[config.mk]
export PLATFORM = sky130hd
export DESIGN_NAME = axi_mm2s_rd_slave
export DESIGN_NICKNAME = d
export VERILOG_FILES = /design/src/rtl/axi_rd_slv_pkg.sv /design/src/rtl/axi_rd_slv_ar_fifo.sv /design/src/rtl/axi_mm2s_rd_slave.sv
export SDC_FILE = /design/constraint.sdc
export NUM_CORES = 1
export LEC_CHECK = 0
export ABC_AREA = 1
export CAP_MARGIN = 10
export CORE_UTILIZATION = 35
export DETAILED_ROUTE_END_ITERATION = 12
export SLEW_MARGIN = 30
export SYNTH_ARGS = -nofsm -noshare
export SYNTH_HDL_FRONTEND = slang
export SYNTH_HIERARCHICAL = 1
export SYNTH_SLANG_ARGS = --single-unit
[constraint.sdc]
create_clock -name S_AXI_ACLK -period 11.1 [get_ports S_AXI_ACLK]
set_input_delay 2.22 -clock S_AXI_ACLK [delete_from_list [all_inputs] [get_ports S_AXI_ACLK]]
set_output_delay 2.22 -clock S_AXI_ACLK [all_outputs]
set_load 0.01 [all_outputs]
[src/rtl/axi_rd_slv_pkg.sv]
// Shared types and constants for the AXI4 read-only memory slave.
// Holds the AR queue entry layout and the per-beat data/response helper.
package axi_rd_slv_pkg;

    localparam logic [1:0] BURST_FIXED = 2'b00;
    localparam logic [1:0] BURST_INCR  = 2'b01;
    localparam logic [1:0] BURST_WRAP  = 2'b10;

    localparam logic [1:0] RESP_OKAY   = 2'b00;
    localparam logic [1:0] RESP_SLVERR = 2'b10;

    localparam logic [31:0] ERR_DATA = 32'hDEAD_BEEF;
    localparam logic [2:0]  SIZE_4B  = 3'b010;

    typedef struct packed {
        logic [31:0] addr;
        logic [7:0]  len;
        logic [2:0]  size;
        logic [1:0]  burst;
    } ar_entry_t;

    localparam int unsigned AR_ENTRY_W = $bits(ar_entry_t);

    // Returns {resp, data} for one beat; the window test uses a wrapping offset.
    function automatic logic [33:0] beat_word(input logic [31:0] addr,
                                              input logic [31:0] base,
                                              input logic [31:0] bytes,
                                              input logic [31:0] seed,
                                              input logic        err);
        logic [31:0] off;
        off = addr - base;
        if (err || (off >= bytes)) begin
            return {RESP_SLVERR, ERR_DATA};
        end
        return {RESP_OKAY, seed + (off >> 2)};
    endfunction

endpackage

[src/rtl/axi_rd_slv_ar_fifo.sv]
// Synchronous FIFO of AR entries with async active-high reset.
// full_next_o reports occupancy after the current edge, for a registered ready.
module axi_rd_slv_ar_fifo
    import axi_rd_slv_pkg::*;
#(
    parameter int unsigned DEPTH = 2
) (
    input  logic      clk_i,
    input  logic      rst_i,
    input  logic      push_i,
    input  ar_entry_t wdata_i,
    input  logic      pop_i,
    output ar_entry_t rdata_o,
    output logic      empty_o,
    output logic      full_next_o
);

    localparam int unsigned PtrW = (DEPTH > 1) ? $clog2(DEPTH) : 1;
    localparam int unsigned CntW = $clog2(DEPTH + 1);

    logic [AR_ENTRY_W-1:0] mem_q [DEPTH];
    logic [PtrW-1:0]       wr_ptr_q, wr_ptr_d, rd_ptr_q, rd_ptr_d;
    logic [CntW-1:0]       cnt_q, cnt_d;
    logic                  full, do_push, do_pop;

    function automatic logic [PtrW-1:0] ptr_inc(input logic [PtrW-1:0] p);
        if (DEPTH == 1) begin
            return '0;
        end
        return p + PtrW'(1);
    endfunction

    assign full        = (cnt_q == CntW'(DEPTH));
    assign empty_o     = (cnt_q == '0);
    assign do_pop      = pop_i && !empty_o;
    // A push while full is legal only when the head leaves in the same cycle.
    assign do_push     = push_i && (!full || do_pop);
    assign full_next_o = (cnt_d == CntW'(DEPTH));
    assign rdata_o     = mem_q[rd_ptr_q];

    always_comb begin
        wr_ptr_d = do_push ? ptr_inc(wr_ptr_q) : wr_ptr_q;
        rd_ptr_d = do_pop ? ptr_inc(rd_ptr_q) : rd_ptr_q;
        cnt_d    = cnt_q;
        if (do_push && !do_pop) begin
            cnt_d = cnt_q + CntW'(1);
        end else if (!do_push && do_pop) begin
            cnt_d = cnt_q - CntW'(1);
        end
    end

    always_ff @(posedge clk_i or posedge rst_i) begin
        if (rst_i) begin
            wr_ptr_q <= '0;
            rd_ptr_q <= '0;
            cnt_q    <= '0;
        end else begin
            wr_ptr_q <= wr_ptr_d;
            rd_ptr_q <= rd_ptr_d;
            cnt_q    <= cnt_d;
        end
    end

    always_ff @(posedge clk_i) begin
        if (do_push) begin
            mem_q[wr_ptr_q] <= wdata_i;
        end
    end

endmodule

[src/rtl/axi_mm2s_rd_slave.sv]
// AXI4 read-only slave returning address-derived data with exact RLAST framing.
// Optional RD_SLV_THROTTLE_EN inserts one idle cycle after every THROTTLE_PERIOD beats.
module axi_mm2s_rd_slave
    import axi_rd_slv_pkg::*;
#(
    parameter logic [31:0] BASE_ADDR       = 32'h0000_0000,
    parameter logic [31:0] MEM_BYTES       = 32'h0001_0000,
    parameter logic [31:0] DATA_SEED       = 32'h5A5A_0000,
    parameter int unsigned AR_FIFO_DEPTH   = 2,
    parameter int unsigned THROTTLE_PERIOD = 4
) (
    input  logic        S_AXI_ACLK,
    input  logic        S_AXI_ARESET,
    input  logic [31:0] S_AXI_ARADDR,
    input  logic [7:0]  S_AXI_ARLEN,
    input  logic [2:0]  S_AXI_ARSIZE,
    input  logic [1:0]  S_AXI_ARBURST,
    input  logic [3:0]  S_AXI_ARCACHE,
    input  logic [2:0]  S_AXI_ARPROT,
    input  logic        S_AXI_ARVALID,
    output logic        S_AXI_ARREADY,
    output logic [31:0] S_AXI_RDATA,
    output logic [1:0]  S_AXI_RRESP,
    output logic        S_AXI_RLAST,
    output logic        S_AXI_RVALID,
    input  logic        S_AXI_RREADY
);

    typedef enum logic [0:0] {StIdle, StBurst} state_e;

    state_e      state_q, state_d;
    logic [31:0] cur_addr_q, cur_addr_d;
    logic [7:0]  beats_left_q, beats_left_d;
    logic        err_q, err_d, fixed_q, fixed_d;
    logic        rvalid_q, rvalid_d, rlast_q, rlast_d;
    logic [31:0] rdata_q, rdata_d;
    logic [1:0]  rresp_q, rresp_d;
    logic        arready_q;

    ar_entry_t   ar_in, ar_head;
    logic        push, pop, fifo_empty, fifo_full_next;
    logic        beat_fire, load, adv;

    logic [6:0]  unused_ar_attr;
    assign unused_ar_attr = {S_AXI_ARCACHE, S_AXI_ARPROT};

    assign ar_in = '{addr: S_AXI_ARADDR, len: S_AXI_ARLEN, size: S_AXI_ARSIZE,
                     burst: S_AXI_ARBURST};
    assign push  = S_AXI_ARVALID && arready_q;

    axi_rd_slv_ar_fifo #(
        .DEPTH (AR_FIFO_DEPTH)
    ) u_ar_fifo (
        .clk_i       (S_AXI_ACLK),
        .rst_i       (S_AXI_ARESET),
        .push_i      (push),
        .wdata_i     (ar_in),
        .pop_i       (pop),
        .rdata_o     (ar_head),
        .empty_o     (fifo_empty),
        .full_next_o (fifo_full_next)
    );

`ifdef RD_SLV_THROTTLE_EN
    logic [31:0] thr_cnt_q;
    logic        gap_q;

    always_ff @(posedge S_AXI_ACLK or posedge S_AXI_ARESET) begin
        if (S_AXI_ARESET) begin
            thr_cnt_q <= '0;
            gap_q     <= 1'b0;
        end else begin
            gap_q <= 1'b0;
            if (beat_fire) begin
                if (thr_cnt_q == 32'(THROTTLE_PERIOD - 1)) begin
                    thr_cnt_q <= '0;
                    gap_q     <= 1'b1;
                end else begin
                    thr_cnt_q <= thr_cnt_q + 32'd1;
                end
            end
        end
    end

    // The pending beat stays in the output registers; only its valid is masked.
    assign S_AXI_RVALID = rvalid_q && !gap_q;
`else
    logic [31:0] unused_thr_period;
    assign unused_thr_period = 32'(THROTTLE_PERIOD);
    assign S_AXI_RVALID      = rvalid_q;
`endif

    assign beat_fire     = S_AXI_RVALID && S_AXI_RREADY;
    assign S_AXI_ARREADY = arready_q;
    assign S_AXI_RDATA   = rdata_q;
    assign S_AXI_RRESP   = rresp_q;
    assign S_AXI_RLAST   = rlast_q;

    always_comb begin
        state_d      = state_q;
        cur_addr_d   = cur_addr_q;
        beats_left_d = beats_left_q;
        err_d        = err_q;
        fixed_d      = fixed_q;
        rvalid_d     = rvalid_q;
        rlast_d      = rlast_q;
        rdata_d      = rdata_q;
        rresp_d      = rresp_q;
        pop          = 1'b0;
        load         = 1'b0;
        adv          = 1'b0;

        unique case (state_q)
            StIdle: begin
                if (!fifo_empty) begin
                    load = 1'b1;
                end
            end
            StBurst: begin
                if (beat_fire) begin
                    if (beats_left_q == 8'd0) begin
                        if (!fifo_empty) begin
                            load = 1'b1;
                        end else begin
                            state_d  = StIdle;
                            rvalid_d = 1'b0;
                            rlast_d  = 1'b0;
                        end
                    end else begin
                        adv = 1'b1;
                    end
                end
            end
            default: state_d = StIdle;
        endcase

        if (load) begin
            pop          = 1'b1;
            state_d      = StBurst;
            cur_addr_d   = ar_head.addr;
            beats_left_d = ar_head.len;
            err_d        = (ar_head.size != SIZE_4B) || (ar_head.burst == BURST_WRAP) ||
                           (ar_head.burst == 2'b11);
            fixed_d      = (ar_head.burst == BURST_FIXED);
            rvalid_d     = 1'b1;
            rlast_d      = (ar_head.len == 8'd0);
        end else if (adv) begin
            cur_addr_d   = fixed_q ? cur_addr_q : cur_addr_q + 32'd4;
            beats_left_d = beats_left_q - 8'd1;
            rlast_d      = (beats_left_q == 8'd1);
        end

        if (load || adv) begin
            {rresp_d, rdata_d} = beat_word(cur_addr_d, BASE_ADDR, MEM_BYTES, DATA_SEED, err_d);
        end
    end

    always_ff @(posedge S_AXI_ACLK or posedge S_AXI_ARESET) begin
        if (S_AXI_ARESET) begin
            state_q      <= StIdle;
            cur_addr_q   <= '0;
            beats_left_q <= '0;
            err_q        <= 1'b0;
            fixed_q      <= 1'b0;
            rvalid_q     <= 1'b0;
            rlast_q      <= 1'b0;
            rdata_q      <= '0;
            rresp_q      <= RESP_OKAY;
            arready_q    <= 1'b0;
        end else begin
            state_q      <= state_d;
            cur_addr_q   <= cur_addr_d;
            beats_left_q <= beats_left_d;
            err_q        <= err_d;
            fixed_q      <= fixed_d;
            rvalid_q     <= rvalid_d;
            rlast_q      <= rlast_d;
            rdata_q      <= rdata_d;
            rresp_q      <= rresp_d;
            arready_q    <= !fifo_full_next;
        end
    end

endmodule

## After elaboration in Yosys (flattened, before gate mapping)

Memory sizes are Yosys's and may differ from the RTL's.
Cells that the tools add are included.

| word-level totals | value |
|---|---|
| flip-flop bits (word level) | 84 |
| RAM bits | 90 |
| input bits | 56 |
| output and inout bits | 37 |
| logic and storage cells | 93 |
| memories | 1 |

| operators by class | value |
|---|---|
| $add $sub $neg | 7 |
| $lt $le $gt $ge | 1 |
| equality and inequality tests | 6 |
| mux-type cells | 33 |
| bitwise logic cells | 1 |
| reduce and logical (&&, ||, !) cells | 31 |

Memory list:

| name | words | width | rd ports | clocked after Yosys merged registers in | wr ports | line | source |
|---|---|---|---|---|---|---|---|
| u_ar_fifo.mem_q | 2 | 45 | 1 | 0 | 1 | axi_rd_slv_ar_fifo.sv:21 | `logic [AR_ENTRY_W-1:0] mem_q [DEPTH];` |

Operators with widths:

| kind | number |
|---|---|
| $mux 32 | 3 |
| $mux 34 | 2 |
| $add 31x30->32 const A | 1 |
| $add 32x3->32 const B | 1 |
| $ge 32x17->1 const B | 1 |
| $mux 1 | 23 |
| $logic_not 8->1 | 2 |
| $mux 8 | 2 |
| $reduce_bool 3->1 | 4 |
| $reduce_bool 2->1 | 5 |
| $eq 2x2->1 const B | 4 |
| $eq 8x1->1 const B | 1 |
| $reduce_and 4->1 | 2 |
| $sub 8x1->8 const B | 1 |
| $logic_and 1x1->1 | 6 |
| $logic_not 1->1 | 5 |
| $logic_or 1x1->1 | 5 |
| $logic_not 2->1 | 2 |
| $mux 2 | 2 |
| $ne 3x2->1 const B | 1 |
| $add 1x1->1 const B | 2 |
| $add 2x1->2 const B | 1 |
| $pmux 1 s2 | 1 |
| $sub 2x1->2 const B | 1 |
| $not 1->1 | 1 |

## Longest topological paths before layout

Gate-level depths: netlist of the first run.

| logic depth | value |
|---|---|
| word-level depth | 15 |
| mapped depth | 18 |
| mapped depth without buffers | 16 |

## Modules after synthesis

The synthesis of the first run kept the hierarchy.

By module, submodules not included:

| module | times used | cells an instance | area an instance (µm²) | sequential area each (µm²) |
|---|---|---|---|---|
| axi_mm2s_rd_slave | 1 | 567 | 4535.6 | 1926.8 |
| axi_rd_slv_ar_fifo | 1 | 271 | 3562.2 | 2802.7 |

## Least setup slack after synthesis of the first run

No wires, ideal clock.

| path | value |
|---|---|
| path type | in2reg |
| start point | input port S_AXI_RREADY |
| end point | memory u_ar_fifo/mem_q[0][0] (netlist bit), enable pin |
| library setup time | 0.448 ns |
| data arrival time | 5.385 ns |
| data required time | 10.652 ns |
| path slack | 5.267 ns |
| stages | 10 |
| buffers on the path | 2 |
| cells stage by stage | nand2_1 o21ai_4 nand2_4 inv_2 buf_4 clkbuf_1 nand2_2 a21oi_2 inv_2 nor2_1 |

| between the ends | value |
|---|---|
| word-level cells in the longest chain between the ends | 9 |

RTL lines:

| item | line | source |
|---|---|---|
| start: declaration | axi_mm2s_rd_slave.sv:26 | `input logic S_AXI_RREADY` |
| $logic_and 1x1->1 | axi_mm2s_rd_slave.sv:93 | `assign beat_fire = S_AXI_RVALID && S_AXI_RREADY;` |
| $mux 1 | axi_mm2s_rd_slave.sv:120 | `if (beat_fire) begin` |
| $pmux 1 s2 | axi_mm2s_rd_slave.sv:113 | `unique case (state_q)` |
| net load | axi_mm2s_rd_slave.sv:42 | `logic beat_fire, load, adv;` |
| $mux 1 | axi_mm2s_rd_slave.sv:137 | `if (load) begin` |
| $logic_and 1x1->1 | axi_rd_slv_ar_fifo.sv:35 | `assign do_pop = pop_i && !empty_o;` |
| $logic_or 1x1->1 | axi_rd_slv_ar_fifo.sv:37 | `assign do_push = push_i && (!full \|\| do_pop);` |
| $logic_and 1x1->1 | axi_rd_slv_ar_fifo.sv:37 |  |
| $mux 1 | axi_rd_slv_ar_fifo.sv:65 | `if (do_push) begin` |
| $mux 1 (not written as such) | axi_rd_slv_ar_fifo.sv:66 | `mem_q[wr_ptr_q] <= wdata_i;` |
| end: declaration | axi_rd_slv_ar_fifo.sv:21 |  |

The timed path passes the listed nets, and every way through them passes these cells.

## Worst setup path in the final report of the first run

| path | value |
|---|---|
| start point | input port S_AXI_RREADY |
| end point | memory u_ar_fifo/mem_q[1][28] (netlist bit), enable pin |

| between the ends | value |
|---|---|
| word-level cells in the longest chain between the ends | 9 |

RTL lines:

| item | line |
|---|---|
| $logic_and 1x1->1 | axi_mm2s_rd_slave.sv:93 |
| $mux 1 | axi_mm2s_rd_slave.sv:120 |
| $pmux 1 s2 | axi_mm2s_rd_slave.sv:113 |
| $mux 1 | axi_mm2s_rd_slave.sv:137 |
| $logic_and 1x1->1 | axi_rd_slv_ar_fifo.sv:35 |
| $logic_or 1x1->1 | axi_rd_slv_ar_fifo.sv:37 |
| $logic_and 1x1->1 | axi_rd_slv_ar_fifo.sv:37 |
| $mux 1 | axi_rd_slv_ar_fifo.sv:65 |
| $mux 1 (not written as such) | axi_rd_slv_ar_fifo.sv:66 |

No other way between the ends.

==> results of run 1 <==
## cells in the final DEF, fill, tap and decap left out, types with 2 or more instances in the layout
cell type	n
ha_1	6
xnor2_1	9
nand2_4	6
nand2_2	10
clkinvlp_4	4
nor4_1	3
nand4_1	27
dfrtp_1	81
nor2_8	2
o21a_1	6
clkdlybuf4s50_1	82
inv_2	9
clkbuf_16	17
edfxtp_1	86
nor2_4	5
and2_1	2
nand3_2	10
nor2_1	52
o21ai_1	2
nand3b_1	2
o221ai_1	4
or2_1	4
nor3_1	10
clkinv_2	2
nand2_1	262
nor2_2	12
xor2_1	11
inv_1	90
inv_6	3
buf_4	3
o21ai_0	12
o211ai_1	3
or2_2	24
nand3_1	40
clkbuf_1	2
bufinv_16	3
clkinv_4	2
## final cells by class
type                    count  area (µm²)  share of cell area [%]
multi-input cells         534        2750                    28.7
clock buffers              19         433                    4.53
well taps                 280         350                    3.66
inverters                 101         385                    4.03
flip-flops and latches    167        4610                    48.2
repair buffers             87         870                    9.09
clock inverters            13         171                    1.79
## per-layer routing
layer  GRT usage [%]  vias up  wire length (µm)
li1                -     2815                 -
met3            2.73       15               579
met4            5.34        0               215
met1            21.3     2604              8180
met2            25.1      103              7990
met5               0        -                 0
## sequential cells by signal (all words and copies together) (netlist names)
register	count
beats_left_q	8
S_AXI_RVALID	1
u_ar_fifo/rd_ptr_q	1
u_ar_fifo/cnt_q	2
S_AXI_RRESP	1
cur_addr_q	30
u_ar_fifo/wr_ptr_q	1
S_AXI_RLAST	1
err_q	1
u_ar_fifo/mem_q	86
S_AXI_ARREADY	1
fixed_q	1
S_AXI_RDATA	32
state_q	1
## how the worst min path moves through the flow
| stage | start | to | slack, ns | cells after the start |
|---|---|---|---|---|
| finish | S_AXI_RDATA[30]$_DFFE_PP0P_ | S_AXI_RDATA[30]$_DFFE_PP0P_ | 0.47 | 1 |
| global route | S_AXI_RDATA[30]$_DFFE_PP0P_ | S_AXI_RDATA[30]$_DFFE_PP0P_ | 0.49 | 1 |
| CTS | S_AXI_RDATA[30]$_DFFE_PP0P_ | S_AXI_RDATA[30]$_DFFE_PP0P_ | 0.47 | 1 |
| detailed placement | S_AXI_RDATA[30]$_DFFE_PP0P_ | S_AXI_RDATA[30]$_DFFE_PP0P_ | 0.46 | 1 |
| global placement | S_AXI_RDATA[30]$_DFFE_PP0P_ | S_AXI_RDATA[30]$_DFFE_PP0P_ | 0.45 | 1 |
| floorplan | err_q$_DFF_PP0_ | err_q$_DFF_PP0_ | 0.48 | 2 |
## stage by stage
step	total power, mW	cells	util, %	setup slack [ns]	hold slack [ns]
finish	1.53	1201	43.4	6.18	0.467
global route	1.60	1201	43.4	5.91	0.491
CTS	1.55	1200	43.4	6.13	0.473
detailed placement	0.940	1168	40.6	5.69	0.458
global placement	0.935	1168	40.6	5.73	0.452
floorplan	0.874	828	-	5.35	0.478
## power groups by stage
stage | logic [mW] | clock network (mW) | registers [mW]
2_1_floorplan | 0.102 | 0 | 0.772
3_3_place_gp | 0.162 | 0 | 0.773
3_5_place_dp | 0.166 | 0 | 0.774
4_1_cts | 0.167 | 0.624 | 0.761
5_1_grt | 0.186 | 0.647 | 0.767
6_report | 0.163 | 0.608 | 0.761
## worst max-delay path, delay by kind of cell
kind | cells | cell delay, ns
buf+inv | 4 | 1.61
simple gates | 4 | 0.69
compound gates | 2 | 0.39
==> results.yml, run 1 <==
timing:
  relSlewSlack_pct: 50.9
  slew_violations: 0
  tightest_slew_ns: 0.736
  post-route-period-util_pct: 44.3
  rsz0062_at_grt: "false"
  finalSetupTns_ns: 0
  min_period_ns: 4.92
  setup_violations: 0
  fmax_mhz: 203
  hold_violations: 0
  skew_ns: 0.00684
clock_network:
  path_clk_slew_ns: 0.06
  root_buffer: "clkbuf_16"
  clk_path_buf_depth: 2
  ctsResizeCount: 0
  insertion_delay_ns: 0.43
  hold_buffers: 0
  tritoncts: "built"
  clock_sink_count: 167
  postCtsSetupBuffers: 0
  numCtsBuffers: 17
  h-tree-depth: 4
setup_path:
  crit_type: "in -> reg"
  rr_worst_depth: 13
  cp-startpoint: "S_AXI_RREADY"
  rr_endpoint: "u_ar_fifo/mem_q[1][28]$_DFFE_PP_"
  end_kind: "register"
  start_kind: "primary input"
  r2r_slack_ns: 7.61
  cp.required_ns: 11.17
  crit_chain: "clkdlybuf4s50_1, nand2_1, o21ai_4, nand2_4, inv_2, nand2_2, a21oi_2, inv_2, nor2_4, buf_4"
  cp_slowest_stage_delay_ns: 0.55
  cpMaxStageDelayCell: "inv_2"
  crit_fanout: 52
  timing.rr.start: "beats_left_q[0]$_DFFE_PP0P_"
  cp_data_arrival_time_ns: 4.99
  crit_path_end: "u_ar_fifo/mem_q[1][28]$_DFFE_PP_"
  cp_common_cell: "inv_2"
placement:
  place_area_um2: 8950
  port_buffers: 82
  routabilityCongestion: 0.853
  hpwlAfterDp_um: 11400
finish:
  drive_above_1_share_pct: 13.1
  nets: 970
  antenna_cells: 0
  fillers: 2159
  synthToLayoutAreaGrowth_pct: 20.2
  final_cell_area_um2: 9570
power:
  p_sw_share_pct: 24.8
  p_int_mw: 1.15
  combPwrFrac_pct: 10.6
  p_clk_share_pct: 39.7
  leakage_nw: 4.44
  powerDensity_nw_per_um2: 160
  ir_worst_vdd_mv: 0.0960
  pwr-share-seq_pct: 49.7
  p_switching_mw: 0.380
global_routing:
  grt_pass1_wl_um: 28200
  antenna_found_initial: 0
  grt.overflow.total: 0
  gr-usage-all-layers_pct: 15.6
  first_global_vias: 5374
  grt_max_degree: 78
flow_run:
  cap_violations: 0
run_status:
  status: "complete, no violations"
route:
  drtIter0Drc: 376
  vias: 5537
  wl_per_cell_um: 14.1
  route.detailed.drc: 0
  firstDrtPassIters: 7
  viasPerCell: 4.61
  drtAntennaViolNets: 0
  routed_wl_um: 17000
floorplanning:
  io_pins: 93
  die_height_um: 153
  coreArea_um2: 22000
  start_util_pct: 36.1
  rows: 54
  die_w_um: 153
  die-area_um2: 23300
logic_synthesis:
  syn_avg_cell_area_um2: 9.61
  yosysWarnings: 6
  synth_fp_nets: 890
  netlist_instances: 828
  syn_area_um2: 7960
min_path:
  min_path_type: "reg -> reg"
Power figures use the tool's default switching activity.
==> inputs of run 2 (changes only) <==
==> constraint.sdc (replaced) <==
create_clock -name S_AXI_ACLK -period 5 [get_ports S_AXI_ACLK]
set_input_delay 1 -clock S_AXI_ACLK [delete_from_list [all_inputs] [get_ports S_AXI_ACLK]]
set_output_delay 1 -clock S_AXI_ACLK [all_outputs]
set_load 0.01 [all_outputs]
==> run 2 against run 1 <==
Against the previous run:
- via count is 0.25% lower
- sequential power is 120% higher
- worst setup slack lost 4.6 ns
- combinational power up 130%
- non-clock buffer count up 3
- cell count up 0.17%
- clock skew grew 0.0065 ns
- largest cell class unchanged
- flip-flop and latch count unchanged
- clock power is 110% higher
- final area hardly changed
- wire length increased by 1.5%
- highest routed layer unchanged
==> results.yml, run 2 (synthesis results as in run 1) <==
setup_path:
  rr_worst_depth: 15
  start_kind: "primary input"
  crit_chain: "clkdlybuf4s50_1, nand3_2, nor3_4, buf_4, nand2_1, xor2_1, nand2_1, nand2_1, inv_1, ha_1, nor3_1, xor2_1, nor2_1, nor2_1"
  rr_endpoint: "S_AXI_RDATA[16]$_DFFE_PP0P_"
  cp_common_cell: "nand2_1"
  crit_fanout: 18
  crit_path_end: "S_AXI_RDATA[21]$_DFFE_PP0P_"
  crit_type: "in -> reg"
  cpMaxStageDelayCell: "nor3_4"
  cp.required_ns: 5.36
  cp_slowest_stage_delay_ns: 0.57
  timing.rr.start: "beats_left_q[0]$_DFFE_PP0P_"
  cp_data_arrival_time_ns: 3.78
  cp-startpoint: "S_AXI_RREADY"
  r2r_slack_ns: 2.00
  end_kind: "register"
global_routing:
  antenna_found_initial: 0
  busiest_layer: "met2"
  grt_pass1_wl_um: 28200
  first_global_vias: 5414
  grt_max_degree: 51
  use_met3_pct: 3.16
  gr-usage-all-layers_pct: 15.5
  grt_use_met2_pct: 24.6
  grt_use_met1_pct: 21.5
  grt.overflow.total: 0
timing:
  setup_violations: 0
  post-route-period-util_pct: 68.5
  fmax_mhz: 292
  skew_ns: 0.0133
  tightest_slew_ns: 0.841
  slew_violations: 0
  finalSetupTns_ns: 0
  setup_ws_ns: 1.57
  whs_ns: 0.475
  hold_violations: 0
  relSlewSlack_pct: 43.9
  rsz0062_at_grt: "false"
  min_period_ns: 3.43
placement:
  port_buffers: 82
  pre_cts_slack_ns: 1.12
  hpwlAfterDp_um: 12100
  dp.cells: 1172
  routabilityCongestion: 0.868
finish:
  drive_above_1_share_pct: 13.3
  largest_reg_flops: 86
  layout_commonest_cell: "nand2_1"
  nets: 973
  synthToLayoutAreaGrowth_pct: 20.1
  layout_common_cells: "262 x nand2_1, 90 x inv_1, 86 x edfxtp_1, 82 x clkdlybuf4s50_1, 81 x dfrtp_1"
  antenna_cells: 0
  multiInputGateArea_um2: 2750
  fillers: 2147
  largest-register: "u_ar_fifo/mem_q"
  final_cells: 1203
  seq_area_um2: 4610
flow_run:
  cap_violations: 0
floorplanning:
  die_w_um: 153
  rows: 54
  die_height_um: 153
  start_util_pct: 36.1
  die-area_um2: 23300
  io_pins: 93
  coreArea_um2: 22000
route:
  viasPerCell: 4.59
  route.detailed.drc: 0
  wl_per_cell_um: 14.3
  vias: 5523
  routed_wl_um: 17200
  firstDrtPassIters: 7
  drtIter0Drc: 258
  drtAntennaViolNets: 0
power:
  p_int_mw: 2.51
  ir_worst_vdd_mv: 0.243
  combPwrFrac_pct: 11.0
  powerDensity_nw_per_um2: 351
  total_power_mw: 3.35
  pwr-share-seq_pct: 50.4
  leakage_nw: 4.46
  p_switching_mw: 0.843
  p_clk_share_pct: 38.7
  p_sw_share_pct: 25.2
clock_network:
  insertion_delay_ns: 0.43
  postCtsSetupBuffers: 0
  clk_path_buf_depth: 2
  numCtsBuffers: 17
  h-tree-depth: 4
  ctsResizeCount: 0
  clock_sink_count: 167
  root_buffer: "clkbuf_16"
  path_clk_slew_ns: 0.06
  tritoncts: "built"
  hold_buffers: 0
run_status:
  status: "complete, no violations"
min_path:
  min_path_type: "reg -> reg"
  min_path_cells: 1
run 2: cell types whose count changed in the layout (fill, tap and decap cells not counted), sizes merged:
| cell | delta |
|---|---|
| bufinv | -1 |
| clkinv | +2 |
| clkinvlp | -3 |
| buf | +3 |
| inv | +3 |
| clkbuf | -2 |
run 2: power by group through the flow:
stage / sequential, mW / clock, mW / combinational [mW]
after floorplan: 1.71 / 0 / 0.226
after global placement: 1.71 / 0 / 0.369
after detailed placement: 1.72 / 0 / 0.372
after CTS: 1.69 / 1.32 / 0.374
after global routing: 1.70 / 1.38 / 0.412
final: 1.69 / 1.30 / 0.368
run 2: critical path, delay by kind of cell:
family,cells,cell delay [ns]
and+or+nand+nor,8,1.39
xor gates and xnor gates,2,0.31
adders and majority gates,1,0.22
buffers and inverters,3,0.85
run 2: worst min path at each step:
| stage | start | endpoint | slack (ns) |
|---|---|---|---|
| floorplan | err_q$_DFF_PP0_ | err_q$_DFF_PP0_ | 0.48 |
| global placement | S_AXI_RDATA[30]$_DFFE_PP0P_ | S_AXI_RDATA[30]$_DFFE_PP0P_ | 0.45 |
| detailed placement | S_AXI_RDATA[27]$_DFFE_PP0P_ | S_AXI_RDATA[27]$_DFFE_PP0P_ | 0.46 |
| CTS | S_AXI_RDATA[25]$_DFFE_PP0P_ | S_AXI_RDATA[25]$_DFFE_PP0P_ | 0.48 |
| global route | S_AXI_RDATA[25]$_DFFE_PP0P_ | S_AXI_RDATA[25]$_DFFE_PP0P_ | 0.51 |
| finish | S_AXI_RDATA[25]$_DFFE_PP0P_ | S_AXI_RDATA[25]$_DFFE_PP0P_ | 0.48 |
run 2: area by class of cell:
| class | count | share of cell area (%) |
|---|---|---|
| repair buffers | 90 | 9.35 |
| flip-flops and latches | 167 | 48.2 |
| clock buffers | 17 | 4.45 |
| clock inverters | 14 | 1.53 |
| well taps | 280 | 3.67 |
| inverters | 101 | 4.05 |
| multi-input cells | 534 | 28.7 |
run 2: routing by layer:
metal / vias up / share of wire, %
li1: 2822 / -
met1: 2561 / 49
met2: 124 / 46
met3: 16 / 4.3
met4: 0 / 0.99
met5: - / 0
run 2: through the flow:
step / area, µm² / util [%]
after floorplan: 7960 / -
after global placement: 8980 / 40.8
after detailed placement: 8980 / 40.8
after CTS: 9560 / 43.4
after global routing: 9560 / 43.4
final: 9560 / 43.4
==> inputs of run 3 (changes only) <==
==> constraint.sdc (replaced) <==
create_clock -name S_AXI_ACLK -period 3 [get_ports S_AXI_ACLK]
set_input_delay 0.6 -clock S_AXI_ACLK [delete_from_list [all_inputs] [get_ports S_AXI_ACLK]]
set_output_delay 0.6 -clock S_AXI_ACLK [all_outputs]
set_load 0.01 [all_outputs]
==> run 3 against run 2 <==
Against the previous run:
- the run now ends with DRC left
- clock-buffer cell count stayed put
- die area stayed put
- final area is 2.6% higher
- first-iteration DRC count is 11% higher
- clock power is 77% higher
- clock skew is 0.0016 ns lower
- worst setup slack worse by 1.2 ns
- non-clock buffer count is 15 higher
- critical path depth is 1 lower
- critical endpoint is now u_ar_fifo/mem_q[0][32]$_DFFE_PP_
- largest cell class unchanged
==> results.yml, run 3 (synthesis results as in run 1) <==
floorplanning:
  die_height_um: 153
  coreArea_um2: 22000
  die-area_um2: 23300
  io_pins: 93
  start_util_pct: 36.1
  die_w_um: 153
  rows: 54
timing:
  finalSetupTns_ns: 0
  post-route-period-util_pct: 88.2
  skew_ns: 0.0117
  hold_violations: 0
  setup_violations: 0
  min_period_ns: 2.65
  slew_violations: 0
  setup_ws_ns: 0.353
  rsz0062_at_grt: "false"
  fmax_mhz: 378
finish:
  multiInputGateArea_um2: 2750
  largest-register: "u_ar_fifo/mem_q"
  fillers: 2189
  layout_commonest_cell: "nand2_1"
  seq_area_um2: 4610
  synthToLayoutAreaGrowth_pct: 23.2
  largest_reg_flops: 86
  drive_above_1_share_pct: 14.9
  antenna_cells: 0
  layout_common_cells: "262 x nand2_1, 90 x inv_1, 86 x edfxtp_1, 82 x clkdlybuf4s50_1, 81 x dfrtp_1"
  nets: 988
clock_network:
  postCtsSetupBuffers: 0
  hold_buffers: 0
  ctsResizeCount: 0
  clock_sink_count: 167
  path_clk_slew_ns: 0.07
  tritoncts: "built"
  root_buffer: "clkbuf_16"
  insertion_delay_ns: 0.43
  numCtsBuffers: 17
  clk_path_buf_depth: 2
  h-tree-depth: 4
setup_path:
  cp.required_ns: 3.11
  end_kind: "register"
  timing.rr.start: "beats_left_q[0]$_DFFE_PP0P_"
  rr_endpoint: "u_ar_fifo/mem_q[0][32]$_DFFE_PP_"
  start_kind: "register"
  r2r_slack_ns: 0.35
  rr_worst_depth: 13
  crit_type: "reg -> reg"
  crit_fanout: 39
  cp_data_arrival_time_ns: 2.76
route:
  drtIter0Drc: 286
  viasPerCell: 4.66
  firstDrtPassIters: 11
  routed_wl_um: 17600
  route.detailed.drc: 5
  wl_per_cell_um: 14.4
  drtAntennaViolNets: 0
  vias: 5676
run_status:
  status: "complete, but fails checks"
  violations: "DRC"
power:
  p_switching_mw: 1.45
  powerDensity_nw_per_um2: 586
  p_sw_share_pct: 25.3
  p_clk_share_pct: 39.9
  leakage_nw: 4.57
  p_int_mw: 4.30
  ir_worst_vdd_mv: 0.369
  combPwrFrac_pct: 11.1
  pwr-share-seq_pct: 49.0
placement:
  routabilityCongestion: 0.870
  port_buffers: 82
  pre_cts_slack_ns: 0.0162
  hpwlAfterDp_um: 12700
global_routing:
  first_global_vias: 5587
  gr-usage-all-layers_pct: 16.2
  grt_pass1_wl_um: 29500
  grt.overflow.total: 0
  antenna_found_initial: 0
  grt_max_degree: 57
flow_run:
  cap_violations: 0
min_path:
  min_path_type: "in -> async"
[run 3: area by class of cell]
class,instances,share of cell area [%]
clock buffers,17,4.34
clock inverters,14,1.94
inverters,101,3.93
multi-input cells,534,28.0
flip-flops and latches,167,47.0
well taps,280,3.57
repair buffers,105,11.2
[run 3: layer usage]
layer / track usage [%] / vias to the layer above / routed length, µm
met4: 5.63 / 0 / 199
met1: 23.0 / 2684 / 8490
met2: 25.3 / 125 / 8190
li1: - / 2851 / -
met3: 2.39 / 16 / 694
met5: 0 / - / 0
[run 3: through the flow]
stage / hold slack (ns) / std cells / instance area, µm² / power (mW) / util (%)
finish: 0.427 / 1218 / 9800 / 5.75 / 44.5
global route: 0.435 / 1218 / 9800 / 6.01 / 44.5
CTS: 0.417 / 1218 / 9800 / 5.83 / 44.5
detailed placement: 0.455 / 1187 / 9190 / 3.52 / 41.7
global placement: 0.451 / 1187 / 9190 / 3.49 / 41.7
floorplan: 0.366 / 828 / 7970 / 3.24 / -
[run 3: power by group through the flow]
stage | sequential, mW | combinational, mW | clock, mW
finish | 2.81 | 0.638 | 2.30
global route | 2.84 | 0.719 | 2.46
CTS | 2.82 | 0.656 | 2.35
detailed placement | 2.86 | 0.654 | 0
global placement | 2.85 | 0.634 | 0
floorplan | 2.85 | 0.382 | 0
[run 3: critical path, cell delays in order, from the launching register on]
cell     delay [ns]
dfrtp_1        0.38
inv_1          0.11
ha_2           0.23
nand2_4        0.08
inv_2          0.08
nand2_4        0.07
o21ai_4        0.17
nand2_4        0.14
inv_2          0.21
nand2_2        0.12
a21oi_2        0.17
inv_2          0.08
nor2_4         0.18
buf_12         0.26
[run 3: worst max path at each step]
| stage | start | cells after the start | slack [ns] | end |
|---|---|---|---|---|
| after floorplan | beats_left_q[0]$_DFFE_PP0P_ | 14 | 0.01 | u_ar_fifo/mem_q[1][0]$_DFFE_PP_ |
| after global placement | S_AXI_RREADY | 14 | 0.02 | S_AXI_RDATA[21]$_DFFE_PP0P_ |
| after detailed placement | S_AXI_RREADY | 14 | 0.02 | S_AXI_RDATA[21]$_DFFE_PP0P_ |
| after CTS | beats_left_q[0]$_DFFE_PP0P_ | 13 | 0.34 | u_ar_fifo/mem_q[0][43]$_DFFE_PP_ |
| after global routing | cur_addr_q[2]$_DFF_PP0_ | 15 | 0.22 | S_AXI_RDATA[31]$_DFFE_PP0P_ |
| final | beats_left_q[0]$_DFFE_PP0P_ | 13 | 0.35 | u_ar_fifo/mem_q[0][32]$_DFFE_PP_ |
